--- src/rtl/mips_pipe_core.sv ---
// Two-stage MIPS subset executor: S1 holds one accepted instruction, commit executes it
// against the register file and presents the whole file with a fail flag under valid/ready.
module mips_pipe_core #(
  parameter int                   DATA_W  = 16,
  parameter int                   NUM_REG = 6,
  parameter logic [NUM_REG*5-1:0] REG_MAP = {5'd16, 5'd31, 5'd23, 5'd8, 5'd18, 5'd17}
) (
  input  logic                      clk,
  input  logic                      rst_n,
  input  logic                      in_valid,
  output logic                      in_ready,
  input  logic [31:0]               instruction,
  output logic                      out_valid,
  input  logic                      out_ready,
  output logic                      instruction_fail,
  output logic [NUM_REG*DATA_W-1:0] out_regs
);

  localparam logic [5:0] OP_RTYPE = 6'b000000;
  localparam logic [5:0] OP_ADDI  = 6'b001000;
  localparam logic [5:0] OP_ANDI  = 6'b001100;
  localparam logic [5:0] OP_ORI   = 6'b001101;
  localparam logic [5:0] FN_ADD   = 6'b100000;
  localparam logic [5:0] FN_SUB   = 6'b100010;
  localparam logic [5:0] FN_AND   = 6'b100100;
  localparam logic [5:0] FN_OR    = 6'b100101;
  localparam logic [5:0] FN_NOR   = 6'b100111;
  localparam logic [5:0] FN_SLT   = 6'b101010;
  localparam logic [5:0] FN_SLL   = 6'b000000;
  localparam logic [5:0] FN_SRL   = 6'b000010;

  logic              s1_valid_q, s1_valid_d;
  logic [31:0]       s1_instr_q, s1_instr_d;
  logic              out_valid_q, out_valid_d;
  logic              fail_q, fail_d;
  logic [DATA_W-1:0] rf_q [NUM_REG];
  logic [DATA_W-1:0] rf_d [NUM_REG];

  logic              commit;
  logic              accept;
  logic [5:0]        op;
  logic [5:0]        funct;
  logic [4:0]        shamt;
  logic [15:0]       imm;
  logic signed [15:0] imm_s;
  int                rs_idx, rt_idx, rd_idx, dst_idx;
  logic [DATA_W-1:0] rs_val, rt_val, result;
  logic              exec_fail;

  // Lowest matching register index wins; -1 means the code is not mapped.
  function automatic int lookup(input logic [4:0] code);
    int idx;
    idx = -1;
    for (int i = NUM_REG - 1; i >= 0; i--) begin
      if (REG_MAP[i*5 +: 5] == code) idx = i;
    end
    return idx;
  endfunction

  assign commit   = s1_valid_q && (!out_valid_q || out_ready);
  assign in_ready = !s1_valid_q || commit;
  assign accept   = in_valid && in_ready;

  assign op    = s1_instr_q[31:26];
  assign funct = s1_instr_q[5:0];
  assign shamt = s1_instr_q[10:6];
  assign imm   = s1_instr_q[15:0];
  assign imm_s = s1_instr_q[15:0];

  always_comb begin
    rs_idx = lookup(s1_instr_q[25:21]);
    rt_idx = lookup(s1_instr_q[20:16]);
    rd_idx = lookup(s1_instr_q[15:11]);
    rs_val = '0;
    rt_val = '0;
    for (int i = 0; i < NUM_REG; i++) begin
      if (rs_idx == i) rs_val = rf_q[i];
      if (rt_idx == i) rt_val = rf_q[i];
    end
    result    = '0;
    dst_idx   = rd_idx;
    exec_fail = 1'b0;
    case (op)
      OP_RTYPE: begin
        case (funct)
          FN_ADD:  result = rs_val + rt_val;
          FN_SUB:  result = rs_val - rt_val;
          FN_AND:  result = rs_val & rt_val;
          FN_OR:   result = rs_val | rt_val;
          FN_NOR:  result = ~(rs_val | rt_val);
          FN_SLT:  result = ($signed(rs_val) < $signed(rt_val)) ? DATA_W'(1) : '0;
          FN_SLL:  result = (int'(shamt) >= DATA_W) ? '0 : (rt_val << shamt);
          FN_SRL:  result = (int'(shamt) >= DATA_W) ? '0 : (rt_val >> shamt);
          default: exec_fail = 1'b1;
        endcase
        // Shifts never read rs, so an unmapped rs code only matters for the ALU ops.
        if (rd_idx < 0 || rt_idx < 0) exec_fail = 1'b1;
        if (rs_idx < 0 && funct != FN_SLL && funct != FN_SRL) exec_fail = 1'b1;
      end
      OP_ADDI: begin
        dst_idx   = rt_idx;
        result    = rs_val + DATA_W'(imm_s);
        exec_fail = (rs_idx < 0) || (rt_idx < 0);
      end
      OP_ANDI: begin
        dst_idx   = rt_idx;
        result    = rs_val & DATA_W'(imm);
        exec_fail = (rs_idx < 0) || (rt_idx < 0);
      end
      OP_ORI: begin
        dst_idx   = rt_idx;
        result    = rs_val | DATA_W'(imm);
        exec_fail = (rs_idx < 0) || (rt_idx < 0);
      end
      default: exec_fail = 1'b1;
    endcase
  end

  always_comb begin
    s1_valid_d  = s1_valid_q;
    s1_instr_d  = s1_instr_q;
    out_valid_d = out_valid_q;
    fail_d      = fail_q;
    rf_d        = rf_q;
    if (out_valid_q && out_ready) out_valid_d = 1'b0;
    if (commit) begin
      s1_valid_d  = 1'b0;
      out_valid_d = 1'b1;
      fail_d      = exec_fail;
      if (!exec_fail) begin
        for (int i = 0; i < NUM_REG; i++) begin
          if (dst_idx == i) rf_d[i] = result;
        end
      end
    end
    if (accept) begin
      s1_valid_d = 1'b1;
      s1_instr_d = instruction;
    end
  end

  always_ff @(posedge clk or negedge rst_n) begin
    if (!rst_n) begin
      s1_valid_q  <= 1'b0;
      s1_instr_q  <= '0;
      out_valid_q <= 1'b0;
      fail_q      <= 1'b0;
      for (int i = 0; i < NUM_REG; i++) rf_q[i] <= '0;
    end else begin
      s1_valid_q  <= s1_valid_d;
      s1_instr_q  <= s1_instr_d;
      out_valid_q <= out_valid_d;
      fail_q      <= fail_d;
      rf_q        <= rf_d;
    end
  end

  assign out_valid        = out_valid_q;
  assign instruction_fail = fail_q;

  generate
    for (genvar gi = 0; gi < NUM_REG; gi++) begin : g_out
      assign out_regs[gi*DATA_W +: DATA_W] = out_valid_q ? rf_q[gi] : '0;
    end
  endgenerate

endmodule

--- config.mk ---
export PLATFORM = sky130hd
export DESIGN_NAME = mips_pipe_core
export DESIGN_NICKNAME = d
export VERILOG_FILES = /design/src/rtl/mips_pipe_core.sv
export SDC_FILE = /design/constraint.sdc
export NUM_CORES = 1
export LEC_CHECK = 0
export CAP_MARGIN = 20
export CORE_ASPECT_RATIO = 0.5
export CORE_MARGIN = 2
export CORE_UTILIZATION = 48
export CTS_CLUSTER_SIZE = 20
export DETAILED_ROUTE_END_ITERATION = 16
export PLACE_DENSITY = 0.69
export SKIP_CTS_REPAIR_TIMING = 1
export SYNTH_ARGS = -nofsm -noshare
export SYNTH_HDL_FRONTEND = slang
export SYNTH_SLANG_ARGS = --single-unit
--- constraint.sdc ---
create_clock -name clk -period 6.65 [get_ports clk]
set_input_delay 0.665 -clock clk [delete_from_list [all_inputs] [get_ports clk]]
set_output_delay 0.665 -clock clk [all_outputs]
set_load 0.02 [all_outputs]
# Yosys cells after proc, flatten, opt, wreduce, memory -nomap -nowiden
# Cells that the tools add are included.
[word_totals]
register_bits = 131
in_bits = 36
out_inout_bits = 99
wordCells = 147
[op_classes]
add_sub_neg = 3
order_cmp = 5
n_eq_ne = 44
n_shift = 2
n_mux = 50
bitwise = 6
reduce_logical = 27
[op_table]
columns = ["cell", "count"]
rows = [
  ["32-bit two-way mux", 19],
  ["16-bit two-way mux", 20],
  ["32-bit by 3-bit == test with 1-bit output, second input constant", 6],
  ["32-bit by 4-bit == test with 1-bit output, second input constant", 6],
  ["16-bit one-hot mux with 8 select lines", 1],
  ["32-bit by 2-bit == test with 1-bit output, second input constant", 3],
  ["32-bit logical NOT", 3],
  ["32-bit by 1-bit less-than comparator with 1-bit output, second input constant", 3],
  ["5-bit == test, first input constant", 15],
  ["16-bit one-hot mux with 4 select lines", 1],
  ["6-bit == test, second input constant", 6],
  ["16-bit adder", 2],
  ["16-bit AND", 2],
  ["16-bit bitwise OR", 2],
  ["6-bit by 4-bit == test with 1-bit output, second input constant", 3],
  ["3-bit AND reduction", 6],
  ["16-bit less-than comparator", 1],
  ["16-bit inverter", 1],
  ["16-bit by 5-bit << shifter with 16-bit output", 1],
  ["16-bit by 5-bit >> shifter with 16-bit output", 1],
  ["16-bit subtractor", 1],
  ["4-bit by 5-bit == test with 1-bit output, first input constant", 3],
  ["6-bit logical NOT", 2],
  ["1-bit two-way mux", 8],
  ["12 further kinds", 21],
]

# Logic depth before layout (Yosys ltp)
[depth]
word_depth = 18
depth_mapped = 24
depth_no_buf = 23

# Worst setup path after synthesis
# OpenSTA, ideal clock, no wires.
[synth_timing]
path_type = "reg2reg"
startpoint = "reg s1_instr_q[23]"
endpoint = "reg rf_q[30] (netlist bit)"
setup_time_ns = 0.125
arrival_time_ns = 4.816
t_required_ns = 6.525
path_slack_ns = 1.709
path_stages_with_launch = 25
path_buffers = 2
synth_period_minus_slack_ns = 4.941
path_cell_list = "dfrtp_1 clkbuf_1 and3_1 o211ai_1 o21a_1 clkbuf_1 mux2_2 a221o_1 o21ai_0 nand3_1 o21a_1 inv_1 ha_1 inv_1 fa_1 nor2b_1 o21ai_0 a21oi_1 o21bai_1 a31oi_1 xnor2_1 a311o_1 a221oi_1 o21bai_2 mux2_2"
[synth_between]
elab_chain_cells = 18
elab_cells_between_ends = 42
classes_between = "add/sub: 3; order compare: 1; eq/ne: 11; mux: 16; bitwise: 6; reduce/logical: 5"
[synth_lines]
columns = ["element", "line", "text"]
rows = [
  ["start: declaration", "33", "logic [31:0] s1_instr_q, s1_instr_d;"],
  ["start signal: assignment", "151", "s1_instr_q <= s1_instr_d;"],
  ["5-bit == test", "55", "if (REG_MAP[i*5 +: 5] == code) idx = i;"],
  ["32-bit two-way mux (5 in series)", "55", ""],
  ["32-bit two-way mux (*)", "55", ""],
  ["branches (longest 11 deep; another with 16-bit subtractor)", "--", ""],
  ["end signal: assignment", "154", "rf_q <= rf_d;"],
  ["end: declaration", "36", "logic [DATA_W-1:0] rf_q [NUM_REG];"],
]
# Every way passes the cells marked *.
# A chain may end at the register's enable or synchronous reset.

# Worst setup path after layout
[layout_timing]
startpoint = "reg s1_instr_q[21]"
endpoint = "reg rf_q[75] (netlist bit)"
# Same word-level chain as after synthesis.

==> flow_metrics.env <==
export IMPL_grt_use_total_pct=41.0
export IMPL_result_of_the_run="complete, no violations"
export IMPL_timing_critical_path_cells="nand4_1 > inv_1 > nand2_1 > o21ai_1 > buf_4 > a221o_1 > o21ai_0 > o211ai_1 > o21a_1 > inv_1 > ha_1 > a21oi_1 > o22ai_1 > o41ai_1 > a31oi_1 > o21ai_0 > o21ai_0 > a2111oi_0 > a21oi_1 > mux2_2"
export IMPL_timing_max_slew_rel_slack_pct=24.4
export IMPL_placed_cells_incl_taps=1987
export IMPL_critPathKind="flip-flop to flip-flop"
export IMPL_viasPerCell=6.87
export IMPL_worst_setup_path_end_kind="flip-flop"
export IMPL_antenna_found_initial=3
export IMPL_worstPathRequired_ns=6.97
export IMPL_clock_root_buffer="clkbuf_16"
export IMPL_power_leakage_nw=6.45
export IMPL_critPathLaunchType="flip-flop"
export IMPL_report_final_slew_viol_count=0
export IMPL_die_x_um=237
export IMPL_globalRoute_totalOverflow=0
export IMPL_numPortBuffers=134
export IMPL_clock_sinks=131
export IMPL_yosys_register_bits=131
export IMPL_cpMaxStageDelayCell="o41ai_1"
export IMPL_area_delta_synth_final_pct=18.3
export IMPL_floorplan_core_area_um2=26500
export IMPL_worst_path_buf_inv=3
export IMPL_initial_utilization_pct=49.0
export IMPL_yosysSeqAreaShare_pct=25.3
export IMPL_globalplace_congestion=1.07
export IMPL_worst_slew_pin_slew_ns=1.13
export IMPL_fin_worst_skew_ns=0.0291
export IMPL_clk_pin_slew_worst_paths_ns=0.06
export IMPL_grt_setup_unrepaired="no"
export IMPL_synth_most_common_cell="dfrtp_1"
export IMPL_drcViolationCount=0
export IMPL_detail_route_antenna_nets=0
export IMPL_maxCapViolCount=0
export IMPL_period_share_pct=95.7
export IMPL_die_height_um=120
export IMPL_crit_family="compound AO/OA/AOI/OAI gates"
export IMPL_grt_pass1_wl_um=86000
export IMPL_tns_ns=0
export IMPL_routed_via_count=13900
export IMPL_timing_final_hold_violations=0
export IMPL_final_period_minus_worst_setup_slack_ns=6.36
export IMPL_synth_enable_flop_cells=0
export IMPL_synth_cell_types=98
export IMPL_layout_nets=1779
export IMPL_syn_num_nets=1677
export IMPL_setup_viol=0
export IMPL_cts_made_buffers=17
export IMPL_pwr_density_cell_nw_per_um2=216
export IMPL_grt_start_max_net_pins=100
export IMPL_synthTopCellsByCount="dfrtp_1, nor2_1, mux2_2, a21oi_1, and2_1"
export IMPL_fmaxAchievable_mhz=157
export IMPL_cts_buffer_depth=2
export IMPL_grt_pass1_vias=12700
export IMPL_dr_pass1_iters=6
export IMPL_yosys_warnings=0
export IMPL_synth_top_cells_by_area="dfrtp_1, mux2_2, ha_1, and2_1, a21oi_1"
export IMPL_boundaryPins=135
export IMPL_first_iter_violations=1961
export IMPL_cts_tree="done"
export IMPL_dominant_register_cell_in_the_synthesized_netlist="dfrtp_1"
export IMPL_htreeDepth=4
export IMPL_cpPeakStageDelay_ns=0.75
export IMPL_synth_largest_type_area_fraction_pct=25.3
export IMPL_final_cells=2025
export IMPL_final_layout_size_suffix_gt1_share_pct=14.9
export IMPL_hold_path_class="primary input to async pin"
export IMPL_rows=42
export IMPL_syn_area_um2=13000
export IMPL_post_synth_inst_count=1555
export IMPL_async_set_or_reset_register_ratio_after_synthesis_pct=100
export IMPL_worst_path_max_fanout=17
export IMPL_crit_top_cell="o21ai_0"
export IMPL_max_vdd_ir_drop_mv=0.174
export IMPL_detail_route_wl_per_cell_um=29.2
export IMPL_worstSkewPairLatency_ns=0.46
export IMPL_dp_hpwl_um=44600
export IMPL_detail_route_wirelength_um=59200
export IMPL_yosysTopAreaCell="dfrtp_1"
export IMPL_syn_avg_cell_area_um2=8.35
export IMPL_dieArea_um2=28500
export IMPL_worstPathArrival_ns=6.68
==> placed cells by master, fill, tap and decap left out, drive strengths merged, types with 7 or more instances in the layout <==
cell type      instances
ha                    83
nor3                  36
o21bai                 7
a21o                  13
a2111oi                8
nor2b                  7
mux2i                 31
or3                    9
a221oi                23
mux2                 109
o311ai                 8
inv                   94
o2bb2ai                7
clkdlybuf4s50        133
a221o                  9
a21oi                114
buf                   48
o221a                 11
o22ai                 23
dfrtp                131
nand3                 40
nand2                 95
nor3b                  8
nand4                 12
a211oi                13
o31ai                  7
or2                    9
xnor2                 32
a22oi                 24
and2                 102
nor4                  11
o211ai                20
nor2                 125
o21a                  19
nand2b                14
clkbuf                18
a31oi                 16
o21ai                101
==> worst register-to-register path, cell delays in order (launching register included) <==
cell,delay (ns)
dfrtp_1,0.48
nand4_1,0.21
inv_1,0.13
nand2_1,0.48
o21ai_1,0.27
buf_4,0.29
a221o_1,0.20
o21ai_0,0.22
o211ai_1,0.22
o21a_1,0.38
inv_1,0.13
ha_1,0.35
a21oi_1,0.17
o22ai_1,0.15
o41ai_1,0.75
a31oi_1,0.17
o21ai_0,0.16
o21ai_0,0.21
a2111oi_0,0.54
a21oi_1,0.36
mux2_2,0.37
==> through the flow <==
stage / worst slack [ns] / utilization [%] / area, um^2 / hold slack, ns / power [mW]
floorplan: 1.71 / - / 13000 / 0.369 / 1.81
global placement: 0.804 / 55.5 / 14700 / 0.475 / 2.24
detailed placement: 0.503 / 55.5 / 14700 / 0.488 / 2.26
CTS: 0.466 / 57.8 / 15300 / 0.203 / 3.26
global route: 0.0712 / 58.0 / 15400 / 0.219 / 3.45
finish: 0.288 / 58.0 / 15400 / 0.180 / 3.32
==> where the power goes <==
group / internal [mW] / switching [mW] / leakage, nW / total (mW)
combinational: 0.505 / 0.921 / 4.48 / 1.43
clock: 0.575 / 0.434 / 0.294 / 1.01
sequential: 0.830 / 0.0602 / 1.68 / 0.890
==> sequential cells by signal, summed over array words and instances (netlist names) <==
register,count
s1_valid_q,1
out_valid,1
rf_q,96
instruction_fail,1
s1_instr_q,32
==> layer usage <==
layer  share of wire (%)  vias to the layer above  track usage (%)
li1                    -                     5913                -
met5                   0                        -                0
met2                  41                     1061             59.6
met1                  42                     6801             58.5
met4                 2.4                        0             9.26
met3                  14                      127             13.7
==> final timing paths <==
path                                       start          endpoint  slack [ns]  depth (start not counted)
worst max-delay path              s1_instr_q[21]          rf_q[75]        0.29                         20
worst min-delay path                       rst_n    s1_instr_q[25]        0.18                          1
worst max register to register    s1_instr_q[21]          rf_q[75]        0.29                         20
worst min register to register  instruction_fail  instruction_fail        0.50                          1
max in group asynchronous                  rst_n         out_valid        5.02                          2
min in group clk                instruction_fail  instruction_fail        0.50                          1
==> cell families after synthesis <==
kind of cell / count (synthesis) / share of synthesized area [%]
flops: 131 / 25.3
compound gates: 479 / 25.7
simple gates: 490 / 19.3
buf+inv: 187 / 5.90
fa+ha+maj: 86 / 8.46
xor+xnor: 36 / 2.43
mux: 146 / 12.9
==> final cells by class <==
type | count | area, um^2
fillers | 2369 | 11100
multi-input cells | 1237 | 8970
flip-flops and latches | 131 | 3280
repair buffers | 181 | 1730
well taps | 352 | 440
clock buffers | 18 | 439
inverters | 89 | 334
clock inverters | 14 | 166
diodes | 3 | 7.51
Note: power is estimated with default switching activity, not from simulation.
